==> src/rtl/fb_scanout_if.sv <==
// rtl/fb_scanout_if.sv - read port of the ping-pong framebuffer FIFO
interface fb_scanout_if;
  logic        ren;
  logic [9:0]  raddr;
  logic [31:0] rdata;

  modport master (output ren, output raddr, input rdata);
  modport slave  (input ren, input raddr, output rdata);
endinterface

==> src/rtl/fb_scanout.sv <==
// rtl/fb_scanout.sv - raster timing, FIFO read port and aligned RGB/sync output
// SCANOUT_TEST_PATTERN_EN adds pattern_sel and eight vertical colour bars.
module fb_scanout #(
  parameter int H_ACTIVE = 640,
  parameter int H_FP     = 16,
  parameter int H_SYNC   = 96,
  parameter int H_BP     = 48,
  parameter int V_ACTIVE = 480,
  parameter int V_FP     = 10,
  parameter int V_SYNC   = 2,
  parameter int V_BP     = 33,
  parameter bit HS_POL   = 1'b0,
  parameter bit VS_POL   = 1'b0
) (
  input  logic         rclk,
  input  logic         reset,
  input  logic         enable,
`ifdef SCANOUT_TEST_PATTERN_EN
  input  logic         pattern_sel,
`endif
  fb_scanout_if.master fifo,
  output logic [23:0]  pix,
  output logic         de,
  output logic         hsync,
  output logic         vsync,
  output logic         frame_sync,
  output logic [15:0]  frame_count
);
  localparam int H_TOTAL = H_ACTIVE + H_FP + H_SYNC + H_BP;
  localparam int V_TOTAL = V_ACTIVE + V_FP + V_SYNC + V_BP;
  localparam int HW = $clog2(H_TOTAL);
  localparam int VW = $clog2(V_TOTAL);
  localparam logic [HW-1:0] H_LAST = HW'(H_TOTAL - 1);
  localparam logic [HW-1:0] H_ACT  = HW'(H_ACTIVE);
  localparam logic [HW-1:0] HS_BEG = HW'(H_ACTIVE + H_FP);
  localparam logic [HW-1:0] HS_END = HW'(H_ACTIVE + H_FP + H_SYNC);
  localparam logic [VW-1:0] V_LAST = VW'(V_TOTAL - 1);
  localparam logic [VW-1:0] V_ACT  = VW'(V_ACTIVE);
  localparam logic [VW-1:0] VS_BEG = VW'(V_ACTIVE + V_FP);
  localparam logic [VW-1:0] VS_END = VW'(V_ACTIVE + V_FP + V_SYNC);

  typedef enum logic {BLANK = 1'b0, RUN = 1'b1} state_e;

  state_e         state_q, state_d;
  logic           pat_q, pat_d;
  logic [HW-1:0]  h_cnt_q, h_cnt_d;
  logic [VW-1:0]  v_cnt_q, v_cnt_d;
  logic [9:0]     ptr_q, ptr_d;
  logic [15:0]    frame_cnt_q;
  logic           ren_q, rd_d, run_d;
  logic [9:0]     raddr_q;
  logic           de_s2_q, hs_s2_q, vs_s2_q, pat_s2_q;
  logic           de_s3_q, hs_s3_q, vs_s3_q, pat_s3_q;
  logic [2:0]     bar_d, bar_s2_q, bar_s3_q;
  logic [23:0]    pix_q, pix_d;
  logic           de_q, hsync_q, vsync_q;
  logic           frame_start, active, hs_act, vs_act;
  logic           unused_rdata;

  // Inverted bar index carries G in bit 2, R in bit 1, B in bit 0, which
  // yields white, yellow, cyan, green, magenta, red, blue, black.
  function automatic logic [23:0] bar_rgb(input logic [2:0] idx);
    logic [2:0] c;
    c = ~idx;
    return {{8{c[1]}}, {8{c[2]}}, {8{c[0]}}};
  endfunction

  assign frame_start  = (h_cnt_q == '0) && (v_cnt_q == '0);
  assign active       = (h_cnt_q < H_ACT) && (v_cnt_q < V_ACT);
  assign hs_act       = (h_cnt_q >= HS_BEG) && (h_cnt_q < HS_END);
  assign vs_act       = (v_cnt_q >= VS_BEG) && (v_cnt_q < VS_END);
  assign unused_rdata = ^fifo.rdata[31:24];

  always_comb begin
    h_cnt_d = h_cnt_q + 1'b1;
    v_cnt_d = v_cnt_q;
    if (h_cnt_q == H_LAST) begin
      h_cnt_d = '0;
      v_cnt_d = (v_cnt_q == V_LAST) ? '0 : v_cnt_q + 1'b1;
    end
  end

  // The frame-start decision must already steer the read issued at (0,0).
  always_comb begin
    state_d = state_q;
    pat_d   = pat_q;
    if (frame_start) begin
      state_d = enable ? RUN : BLANK;
`ifdef SCANOUT_TEST_PATTERN_EN
      pat_d = pattern_sel;
`else
      pat_d = 1'b0;
`endif
    end
    run_d = (state_d == RUN) && active;
    rd_d  = run_d && !pat_d;
    ptr_d = rd_d ? ptr_q + 10'd1 : ptr_q;
  end

  always_comb begin
    bar_d = 3'((32'(h_cnt_q) * 32'd8) / 32'(H_ACTIVE));
  end

  always_comb begin
    pix_d = '0;
    if (de_s3_q) pix_d = pat_s3_q ? bar_rgb(bar_s3_q) : fifo.rdata[23:0];
  end

  always_ff @(posedge rclk) begin
    if (reset) begin
      h_cnt_q     <= '0;
      v_cnt_q     <= '0;
      state_q     <= BLANK;
      pat_q       <= 1'b0;
      ptr_q       <= '0;
      frame_cnt_q <= '0;
      ren_q       <= 1'b0;
      raddr_q     <= '0;
      de_s2_q     <= 1'b0;
      hs_s2_q     <= 1'b0;
      vs_s2_q     <= 1'b0;
      pat_s2_q    <= 1'b0;
      bar_s2_q    <= '0;
      de_s3_q     <= 1'b0;
      hs_s3_q     <= 1'b0;
      vs_s3_q     <= 1'b0;
      pat_s3_q    <= 1'b0;
      bar_s3_q    <= '0;
      pix_q       <= '0;
      de_q        <= 1'b0;
      hsync_q     <= ~HS_POL;
      vsync_q     <= ~VS_POL;
    end else begin
      h_cnt_q     <= h_cnt_d;
      v_cnt_q     <= v_cnt_d;
      state_q     <= state_d;
      pat_q       <= pat_d;
      ptr_q       <= ptr_d;
      frame_cnt_q <= frame_start ? frame_cnt_q + 16'd1 : frame_cnt_q;
      ren_q       <= rd_d;
      raddr_q     <= rd_d ? ptr_q : raddr_q;
      de_s2_q     <= run_d;
      hs_s2_q     <= hs_act;
      vs_s2_q     <= vs_act;
      pat_s2_q    <= pat_d;
      bar_s2_q    <= bar_d;
      de_s3_q     <= de_s2_q;
      hs_s3_q     <= hs_s2_q;
      vs_s3_q     <= vs_s2_q;
      pat_s3_q    <= pat_s2_q;
      bar_s3_q    <= bar_s2_q;
      pix_q       <= pix_d;
      de_q        <= de_s3_q;
      hsync_q     <= hs_s3_q ? HS_POL : ~HS_POL;
      vsync_q     <= vs_s3_q ? VS_POL : ~VS_POL;
    end
  end

  assign fifo.ren    = ren_q;
  assign fifo.raddr  = raddr_q;
  assign pix         = pix_q;
  assign de          = de_q;
  assign hsync       = hsync_q;
  assign vsync       = vsync_q;
  assign frame_sync  = (h_cnt_q == '0) && (v_cnt_q == V_ACT);
  assign frame_count = frame_cnt_q;
endmodule

==> src/flat_wrapper.sv <==
// flat-port wrapper written by rule: the top's interface ports become plain ports
module fb_scanout_flat 
#(
  parameter int H_ACTIVE = 640,
  parameter int H_FP     = 16,
  parameter int H_SYNC   = 96,
  parameter int H_BP     = 48,
  parameter int V_ACTIVE = 480,
  parameter int V_FP     = 10,
  parameter int V_SYNC   = 2,
  parameter int V_BP     = 33,
  parameter bit HS_POL   = 1'b0,
  parameter bit VS_POL   = 1'b0
)
  (rclk, reset, enable, pix, de, hsync, vsync, frame_sync, frame_count, fifo_ren, fifo_raddr, fifo_rdata);
  fb_scanout_if fifo_i ();
  input  logic rclk;
  input  logic reset;
  input  logic enable;
  output logic [23:0] pix;
  output logic de;
  output logic hsync;
  output logic vsync;
  output logic frame_sync;
  output logic [15:0] frame_count;
  output wire logic [$bits(fifo_i.ren)-1:0] fifo_ren;
  output wire logic [$bits(fifo_i.raddr)-1:0] fifo_raddr;
  input wire logic [$bits(fifo_i.rdata)-1:0] fifo_rdata;
  assign fifo_ren = fifo_i.ren;
  assign fifo_raddr = fifo_i.raddr;
  assign fifo_i.rdata = fifo_rdata;
  fb_scanout #(.H_ACTIVE(H_ACTIVE), .H_FP(H_FP), .H_SYNC(H_SYNC), .H_BP(H_BP), .V_ACTIVE(V_ACTIVE), .V_FP(V_FP), .V_SYNC(V_SYNC), .V_BP(V_BP), .HS_POL(HS_POL), .VS_POL(VS_POL)) u_core (.rclk(rclk), .reset(reset), .enable(enable), .fifo(fifo_i), .pix(pix), .de(de), .hsync(hsync), .vsync(vsync), .frame_sync(frame_sync), .frame_count(frame_count));
endmodule
==> config.mk <==
export PLATFORM = sky130hd
export DESIGN_NAME = fb_scanout_flat
export DESIGN_NICKNAME = d
export VERILOG_FILES = /design/src/rtl/fb_scanout_if.sv /design/src/rtl/fb_scanout.sv /design/src/flat_wrapper.sv
export SDC_FILE = /design/constraint.sdc
export NUM_CORES = 1
export LEC_CHECK = 0
export ABC_AREA = 1
export CAP_MARGIN = 25
export CORE_MARGIN = 2
export CORE_UTILIZATION = 25
export CTS_BUF_LIST = sky130_fd_sc_hd__clkbuf_8
export DETAILED_ROUTE_END_ITERATION = 8
export HOLD_SLACK_MARGIN = 0.1
export PLACE_DENSITY = 0.51
export SETUP_SLACK_MARGIN = 0.4
export SLEW_MARGIN = 20
export SYNTH_ARGS = -nofsm -noshare
export SYNTH_HDL_FRONTEND = slang
export SYNTH_SLANG_ARGS = --single-unit
==> constraint.sdc <==
create_clock -name rclk -period 5.7 [get_ports rclk]
set_clock_uncertainty 0.15 [all_clocks]
set_input_delay 0.855 -clock rclk [delete_from_list [all_inputs] [get_ports rclk]]
set_output_delay 0.855 -clock rclk [all_outputs]
set_load 0.01 [all_outputs]
==> impl_metrics.env <==
export IMPL_utilization=0.3185
export IMPL_cts_hold_buffers=0
export IMPL_crit_path_end_kind="primary output"
export IMPL_cts_resized=0
export IMPL_cts_root_buf="clkbuf_8"
export IMPL_internal_power_uw=952.1
export IMPL_cp_common_cell="inv_1"
export IMPL_clock_latency_ns=0.37
export IMPL_wirelength_um=11120
export IMPL_drive_gt1_frac=0.08505
export IMPL_hpwl_um=8192
export IMPL_ios=90
export IMPL_ys_seq_elements=99
export IMPL_startpoint_type="register"
export IMPL_cts_setup_buffers=0
export IMPL_async_reset_ff_frac=0
export IMPL_final_common_cell="nand2_1"
export IMPL_worst_slew_pin_slew_ns=0.8507
export IMPL_post_route_period_util=0.6112
export IMPL_synthTopCellsByArea="dfxtp_1 (42%), nand2_1 (11%), a21oi_1 (6.8%)"
export IMPL_first_pass_iters=5
export IMPL_setup_tns_final_ns=0
export IMPL_final_cell_mix="nand2_1 (134), dfxtp_1 (99), clkdlybuf4s50_1 (81)"
export IMPL_max_cap_viol_count=0
export IMPL_period_needed_ns=3.484
export IMPL_cts_tree="built"
export IMPL_clock_path_buffers=2
export IMPL_dieWidth_um=140.9
export IMPL_antenna_found_initial=0
export IMPL_num_rows=50
export IMPL_syn_num_nets=690
export IMPL_ir_drop_mv=0.08797
export IMPL_fmax_mhz=287.0
export IMPL_overflow=0
export IMPL_min_path_type="register to register"
export IMPL_routed_via_density=4.335
export IMPL_syn2layout_area_growth_pct=25.94
export IMPL_critical_path_top_delay_family="buffers and inverters"
export IMPL_cp_cell_sequence="inv_1 > ha_1 > inv_1 > nor4_1 > nand4_1 > nor3_1 > clkdlybuf4s50_1"
export IMPL_crit_arrival_ns=2.48
export IMPL_start_util=0.2529
export IMPL_power_frac_clock=0.322
export IMPL_grt_max_degree=35
export IMPL_synthesis_area_um2=4683
export IMPL_finalPower_uw=1298
export IMPL_drc_errors=0
export IMPL_synth_edff_count=0
export IMPL_synth_top_cell_by_area="dfxtp_1"
export IMPL_fin_nets=768
export IMPL_status="finished clean"
export IMPL_syn_avg_cell_area_um2=7.238
export IMPL_core_area_um2=18520
export IMPL_grt_pass1_wl_um=19160
export IMPL_synth_distinct_cells=40
export IMPL_cp_max_fo=4
export IMPL_clkTransAtPathRegs_ns=0.10
export IMPL_post_synth_top_area_fraction=0.4232
export IMPL_p_seq_frac=0.560
export IMPL_cts_sinks=99
export IMPL_htree_levels=3
export IMPL_cts_buffers=9
export IMPL_p_leak_uw=0.002408
export IMPL_path_buf_inv=3
export IMPL_gp_congestion=0.7976
export IMPL_hold_viol_final=0
export IMPL_synth_ff_type="dfxtp_1"
export IMPL_swShare=0.2667
export IMPL_critPathKind="register to primary output"
export IMPL_setup_violations=0
export IMPL_fillers=1997
export IMPL_combPwrFrac=0.118
export IMPL_drtIter0Drc=220
export IMPL_cp_data_required_time_ns=4.70
export IMPL_switchingPower_uw=346.3
export IMPL_slew_headroom=0.4315
export IMPL_critical_path_slowest_cell="clkdlybuf4s50_1"
export IMPL_yosys_warnings=0
export IMPL_max_stage_delay_ns=0.60
export IMPL_slew_violations=0
export IMPL_grt_setup_unrepaired="no"
export IMPL_antenna_cells=0
export IMPL_synthCells=647
export IMPL_ant_nets=0
export IMPL_power_density_nw_per_um2=220.1
export IMPL_dieArea_um2=19840
export IMPL_post_drt_wl_per_cell_um=11.55
export IMPL_grt_pass1_vias=3963
export IMPL_die_height_um=140.9
export IMPL_vias=4175
export IMPL_track_usage=0.1181
export IMPL_io_buffer_count=81
export IMPL_ys_seq_area_frac=0.4232
==> worst paths after layout <==
check / from / to / slack (ns) / cells after the start
min: u_core.vs_s3_q$_SDFF_PP0_ / u_core.vsync$_SDFF_PP1_ / 0.23 / 1
max: u_core.h_cnt_q[0]$_SDFF_PP0_ / frame_sync / 2.22 / 7
min reg2reg: u_core.vs_s3_q$_SDFF_PP0_ / u_core.vsync$_SDFF_PP1_ / 0.23 / 1
max reg2reg: u_core.h_cnt_q[0]$_SDFF_PP0_ / u_core.bar_s2_q[0]$_SDFF_PP0_ / 2.22 / 24
==> power groups by stage <==
stage | combinational, uW | clock (uW) | sequential [uW]
after global placement | 154 | 0 | 743
after global routing | 171 | 466 | 731
after detailed placement | 155 | 0 | 743
final | 153 | 418 | 727
after floorplan | 76.0 | 0 | 749
after CTS | 156 | 440 | 727
==> sequential cells by signal (all words and copies together), names as in the netlist, 3 cells and up <==
register / cells
u_core.fifo.raddr: 10
u_core.pix: 24
u_core.bar_s3_q: 3
u_core.ptr_q: 10
u_core.bar_s2_q: 3
u_core.h_cnt_q: 10
u_core.v_cnt_q: 10
u_core.frame_count: 16
==> stage by stage <==
stage	instance area (um2)	std cells	setup WS [ns]	hold slack (ns)
2_1_floorplan	4683	647	2.678	0.2017
3_3_place_gp	5729	948	2.188	0.2069
3_5_place_dp	5729	948	2.172	0.2085
4_1_cts	5898	963	2.114	0.2297
5_1_grt	5898	963	1.706	0.2477
6_report	5898	963	2.216	0.2272
==> cell type report <==
class                   count  area, um2  share of cell area
multi-input cells         442       2288              0.3880
flip-flops and latches     99       1982              0.3360
repair buffers             83      825.8              0.1400
inverters                  90      340.3             0.05770
well taps                 234      292.8             0.04964
clock buffers              10      137.6             0.02333
clock inverters             5      31.28            0.005303
==> synth_stat cells, types with 4 or more instances <==
master      n
clkbuf_1   13
dfxtp_1    99
nand2_1   134
inv_1      76
nand2_2    10
nor4_1      8
a21oi_1    64
nand3_4     4
ha_1        8
xor2_1      8
nor3b_1     4
nor2_1     68
nor3_1     20
nand3_1    22
o21ai_0    32
nand4_1    23
nor2_2      6
inv_2      11
==> cells by family after synthesis <==
logic type,count (synthesis),synth area share
flip-flops,99,0.4232
XOR/XNOR,11,0.02057
AND/OR/NAND/NOR,311,0.3161
AO/OA/AOI/OAI,112,0.1306
buffers and inverters,106,0.08817
adder cells (fa/ha/maj),8,0.02137
==> routing by layer <==
metal	track usage	wire, um	vias to the layer above
li1	-	-	2262
met1	0.1661	5816	1808
met2	0.1772	4654	94
met3	0.02480	469	11
met4	0.04579	180	0
met5	0	0	-
Note: power is estimated with default switching activity, not from simulation.
